<file path="src/rtl/clk_freq_monitor.sv">
// Counts synchronized rising edges of mon_clk_in over a GATE_CYCLES window of clk.
// Reports count, in-range and stopped verdicts each window and raises a sticky fault.
module clk_freq_monitor #(
  parameter int GATE_CYCLES = 27000,
  parameter int EXP_COUNT   = 6750,
  parameter int TOL         = 2,
  parameter int CNT_W       = 16
) (
  input  logic             clk,
  input  logic             rst_n,
  input  logic             mon_clk_in,
  input  logic             enable,
  input  logic             fault_clr,
  output logic [CNT_W-1:0] meas_count,
  output logic             meas_valid,
  output logic             in_range,
  output logic             stopped,
  output logic             fault,
  output logic             busy
);

  localparam int GW = $clog2(GATE_CYCLES);

  typedef enum logic [1:0] {IDLE, GATE, EVAL} state_t;

  state_t            state, state_nxt;
  logic              s1, s2, s3;
  logic [1:0]        prime;
  logic [GW-1:0]     gate_cnt;
  logic [CNT_W-1:0]  edge_cnt;
  logic [CNT_W-1:0]  final_cnt;
  logic              mon_edge;
  logic signed [CNT_W:0] diff;
  logic [CNT_W:0]    mag;
  logic              verdict;
  logic              load_gate;
  logic              eval_load;
  logic              fault_set;

  assign mon_edge = s2 & ~s3;

  // Count that includes an edge seen in the current cycle, saturating at all-ones.
  always_comb begin
    final_cnt = edge_cnt;
    if (mon_edge && !(&edge_cnt))
      final_cnt = edge_cnt + 1'b1;
    diff    = $signed({1'b0, final_cnt}) - $signed((CNT_W+1)'(EXP_COUNT));
    mag     = diff[CNT_W] ? $unsigned(-diff) : $unsigned(diff);
    verdict = (mag <= (CNT_W+1)'(TOL)) && !(&final_cnt);
  end

  always_ff @(posedge clk) begin
    if (!rst_n)
      state <= IDLE;
    else
      state <= state_nxt;
  end

  always_comb begin
    state_nxt = state;
    case (state)
      IDLE:    if (enable && prime == 2'd3) state_nxt = GATE;
      GATE:    if (!enable) state_nxt = IDLE;
               else if (gate_cnt == '0) state_nxt = EVAL;
      EVAL:    state_nxt = enable ? GATE : IDLE;
      default: state_nxt = IDLE;
    endcase
  end

  always_comb begin
    load_gate = (state != GATE) && (state_nxt == GATE);
    eval_load = (state == GATE) && (state_nxt == EVAL);
    busy      = (state != IDLE);
    // A failing verdict also blocks a clear arriving during the EVAL cycle itself.
    fault_set = (eval_load && !verdict) || (state == EVAL && !in_range);
  end

  always_ff @(posedge clk) begin
    if (!rst_n) begin
      s1         <= 1'b0;
      s2         <= 1'b0;
      s3         <= 1'b0;
      prime      <= 2'd0;
      gate_cnt   <= '0;
      edge_cnt   <= '0;
      meas_count <= '0;
      meas_valid <= 1'b0;
      in_range   <= 1'b0;
      stopped    <= 1'b0;
      fault      <= 1'b0;
    end else begin
      s1 <= mon_clk_in;
      s2 <= s1;
      s3 <= s2;
      if (prime != 2'd3)
        prime <= prime + 1'b1;

      if (load_gate)
        gate_cnt <= GW'(GATE_CYCLES - 1);
      else if (state == GATE && gate_cnt != '0)
        gate_cnt <= gate_cnt - 1'b1;

      if (state == GATE)
        edge_cnt <= final_cnt;
      else
        edge_cnt <= '0;

      meas_valid <= eval_load;
      if (eval_load) begin
        meas_count <= final_cnt;
        in_range   <= verdict;
        stopped    <= (final_cnt == '0);
      end

      if (fault_set)
        fault <= 1'b1;
      else if (fault_clr)
        fault <= 1'b0;
    end
  end

endmodule
</file>
<file path="config.mk">
export PLATFORM = sky130hd
export DESIGN_NAME = clk_freq_monitor
export DESIGN_NICKNAME = d
export VERILOG_FILES = /design/src/rtl/clk_freq_monitor.sv
export SDC_FILE = /design/constraint.sdc
export NUM_CORES = 1
export LEC_CHECK = 0
export CORE_MARGIN = 2
export CORE_UTILIZATION = 54
export CTS_CLUSTER_DIAMETER = 60
export DETAILED_ROUTE_END_ITERATION = 16
export GPL_TIMING_DRIVEN = 0
export PLACE_DENSITY = 0.77
export SETUP_SLACK_MARGIN = 0.2
export SYNTH_ARGS = -nofsm -noshare
export SYNTH_HDL_FRONTEND = slang
export SYNTH_SLANG_ARGS = --single-unit
</file>
<file path="constraint.sdc">
create_clock -name clk -period 3.5 [get_ports clk]
set_input_delay 0.525 -clock clk [delete_from_list [all_inputs] [get_ports clk]]
set_output_delay 0.525 -clock clk [all_outputs]
set_load 0.03 [all_outputs]
</file>
==> results.py <==
metrics = {
    "drt": {
        "dr_total_vias": 3851,
        "routedWlPerCell_um": 17.7,
        "drt_iter0_drc": 299,
        "routed_wl_um": 10800,
        "dr.pass1.iters": 5,
        "ant_nets": 0,
        "drcViolationCount": 0,
        "vias_per_cell": 6.30,
    },
    "setup_path": {
        "path_max_fanout": 6,
        "cp_slowest_cell": "o311ai_2",
        "worst_setup_path_end_kind": "flop",
        "crit_family": "simple AND/OR/NAND/NOR gates",
        "crit_buf_inv": 2,
        "cp_data_arrival_time_ns": 4.01,
        "crit_required_ns": 3.75,
        "cp_cell_sequence": "ha_4 > and3_4 > and4_4 > buf_6 > buf_4 > o21ai_0 > nand2_1 > o311ai_2 > a31oi_2 > or2_1 > or3_1 > a22oi_1 > nand4b_1 > o21a_1",
        "critPathKind": "reg2reg",
        "max_stage_delay_ns": 0.41,
        "worstSetupStartpointType": "flop",
    },
    "cts": {
        "cts_tree": "built",
        "clock_sinks": 58,
        "path_clk_slew_ns": 0.07,
        "root_buffer": "clkbuf_8",
        "cts_made_buffers": 9,
        "clk_path_buf_depth": 2,
        "clk_latency_ns": 0.35,
        "cts.htree.levels": 3,
    },
    "logic_synthesis": {
        "yosysWarnings": 0,
        "synthTopCellsByCount": "dfxtp_1, nand2_1, nor2_1",
        "post-synth-top-area-cell": "dfxtp_1",
        "syn_avg_cell_area_sq_um": 8.02,
        "synthDistinctLibCells": 71,
        "muxShareOfSynthArea_pct": 2.15,
        "synthAdderAreaFrac_pct": 2.35,
        "synthXorXnorAreaFrac_pct": 7.75,
        "synth_nets": 477,
        "yosysTopAreaCellShare_pct": 31.1,
        "synth_edf_count": 0,
        "synthFlopType": "dfxtp_1",
        "synth.area.top_cells": "dfxtp_1, xnor2_1, nand2_1, nor2_1, o211a_1",
        "synth_most_common_cell": "dfxtp_1",
        "netlist_area_sq_mm": 0.00373,
        "synth_compound_area_share_pct": 21.1,
        "yosys_register_bits": 58,
        "synthArstFlopShare_pct": 0,
        "yosysSeqAreaShare_pct": 31.1,
        "syn_inst": 465,
        "synthSimpleGateAreaFrac_pct": 31.7,
        "synth_top_family_by_area": "simple AND/OR/NAND/NOR gates",
    },
    "timing": {
        "timing.final.ws_setup_ns": -0.261,
        "slew_headroom_pct": 48.9,
        "period_share_pct": 107,
        "hold_violations": 0,
        "hold_ws_ns": 0.443,
        "fin_crit_ns": 3.76,
        "clock_skew_ns": 0.0117,
        "setup_viol": 2,
        "rsz0062_at_grt": "true",
        "drv_slew": 0,
        "fmax_mhz": 266,
        "tightest_slew_ns": 0.763,
    },
    "cells_and_area": {
        "finalNetCount": 538,
        "drive_above_1_share_pct": 19.0,
        "n_antenna_cell": 0,
        "nFillCells": 544,
        "syn2layout_area_growth_pct": 25.8,
    },
    "placement": {
        "dp_hpwl_um": 7340,
        "place_congestion": 0.948,
        "portBuffers": 25,
        "dp_slack_ns": -0.436,
    },
    "power_and_ir_drop": {
        "vdd_drop_max_v": 0.000272,
        "powerDensity_mw_per_mm2": 306,
        "power_mw": 1.44,
        "p_leak_nw": 1.85,
    },
    "floorplan": {
        "fp.dieW_um": 87.1,
        "ios": 26,
        "core_area_sq_mm": 0.00672,
        "die-area_sq_mm": 0.00759,
        "num_rows": 30,
        "die-height_um": 87.1,
        "start_util_pct": 55.5,
    },
    "global_routing": {
        "grt.overflow.total": 0,
        "grt_usage_pct": 29.1,
        "grt_max_degree": 11,
        "grt_pass1_wl_um": 17300,
        "grt_pass1_vias": 3613,
        "antenna_found_initial": 0,
    },
    "status": {
        "violations": "setup timing",
        "status": "finished, violations left",
    },
    "min_path": {
        "hold_class": "reg2reg",
    },
    "job": {
        "drv_cap": 0,
    },
}
==> area by class of cell <==
type	instances	area (sq um)	area share (%)
clock inverters	6	57.6	1.23
plain buffers	23	155	3.31
multi-input cells	378	2600	55.3
flip-flops and latches	58	1190	25.4
inverters	6	22.5	0.480
repair buffers	50	442	9.41
well taps	80	100	2.13
clock buffers	10	128	2.72
==> where the power goes <==
part	total, mW	internal (mW)	switching [mW]
clock	0.607	0.324	0.283
sequential	0.694	0.678	0.0162
combinational	0.134	0.0599	0.0740
total	1.44	1.06	0.373
==> per-stage QoR <==
stage / util (%) / TNS, ns / cells / instance area (sq um)
floorplan: - / 0 / 465 / 3800
global route: 69.8 / -0.768 / 611 / 4690
global placement: 61.8 / -0.618 / 570 / 4150
finish: 69.8 / -0.468 / 611 / 4690
detailed placement: 61.8 / -0.777 / 570 / 4150
CTS: 67.9 / -0.212 / 602 / 4560
==> flip-flops by register name, indices dropped and copies added (netlist names) <==
| register | flops |
|---|---|
| prime | 2 |
| s2 | 1 |
| fault | 1 |
| meas_valid | 1 |
| stopped | 1 |
| state | 2 |
| gate_cnt | 15 |
| s1 | 1 |
| meas_count | 16 |
| s3 | 1 |
| in_range | 1 |
| edge_cnt | 16 |
==> worst reg2reg max path, delay by kind of cell (launching register included) <==
| family | cells | cell delay (ns) |
|---|---|---|
| AO/OA/AOI/OAI | 5 | 1.32 |
| AND/OR/NAND/NOR | 6 | 1.55 |
| adder cells (fa/ha/maj) | 1 | 0.17 |
| flip-flops | 1 | 0.35 |
| buffers and inverters | 2 | 0.28 |
==> cells by family after synthesis <==
family	count (synthesis)
mux	8
xor+xnor	33
fa+ha+maj	7
buf+inv	29
compound gates	106
simple gates	224
flops	58
==> metal layers <==
| layer | GRT usage [%] | wire length [um] | vias up |
|---|---|---|---|
| li1 | - | - | 1814 |
| met1 | 35.0 | 4590 | 1848 |
| met2 | 49.1 | 5250 | 161 |
| met3 | 6.92 | 666 | 28 |
| met4 | 13.3 | 323 | 0 |
| met5 | 0 | 0 | - |
==> placed cells by master, fill, tap and decap left out, drive strengths merged, types with 8 or more instances in the layout <==
cell type | netlist | routed
a21boi | 15 | 15
a21oi | 14 | 14
and2 | 14 | 14
and3 | 10 | 10
buf | 12 | 36
clkbuf | 11 | 22
clkdlybuf4s50 | 0 | 25
dfxtp | 58 | 58
mux2i | 8 | 8
nand2 | 53 | 53
nand3 | 20 | 20
nand4 | 12 | 12
nor2 | 49 | 49
nor2b | 10 | 10
nor3 | 14 | 14
o211a | 12 | 12
o21ai | 20 | 20
or3 | 10 | 10
xnor2 | 23 | 23
xor2 | 10 | 10
==> path summary, 6_finish.rpt <==
check	start	to	slack, ns	depth (start not counted)
worst max-delay path	edge_cnt[0]$_SDFF_PN0_	fault$_SDFFE_PN0P_	-0.26	14
worst min-delay path	s1$_SDFF_PN0_	s2$_SDFF_PN0_	0.44	1
worst max register to register	edge_cnt[0]$_SDFF_PN0_	fault$_SDFFE_PN0P_	-0.26	14
worst min register to register	s1$_SDFF_PN0_	s2$_SDFF_PN0_	0.44	1
==> timing repair <==
item                       CTS  global route
buffers inserted            16             9
gates resized for setup     28            20
setup endpoints to repair    2             2
hold buffers                 0             0
pin swaps                   14            14
Note: power is estimated with default switching activity, not from simulation.
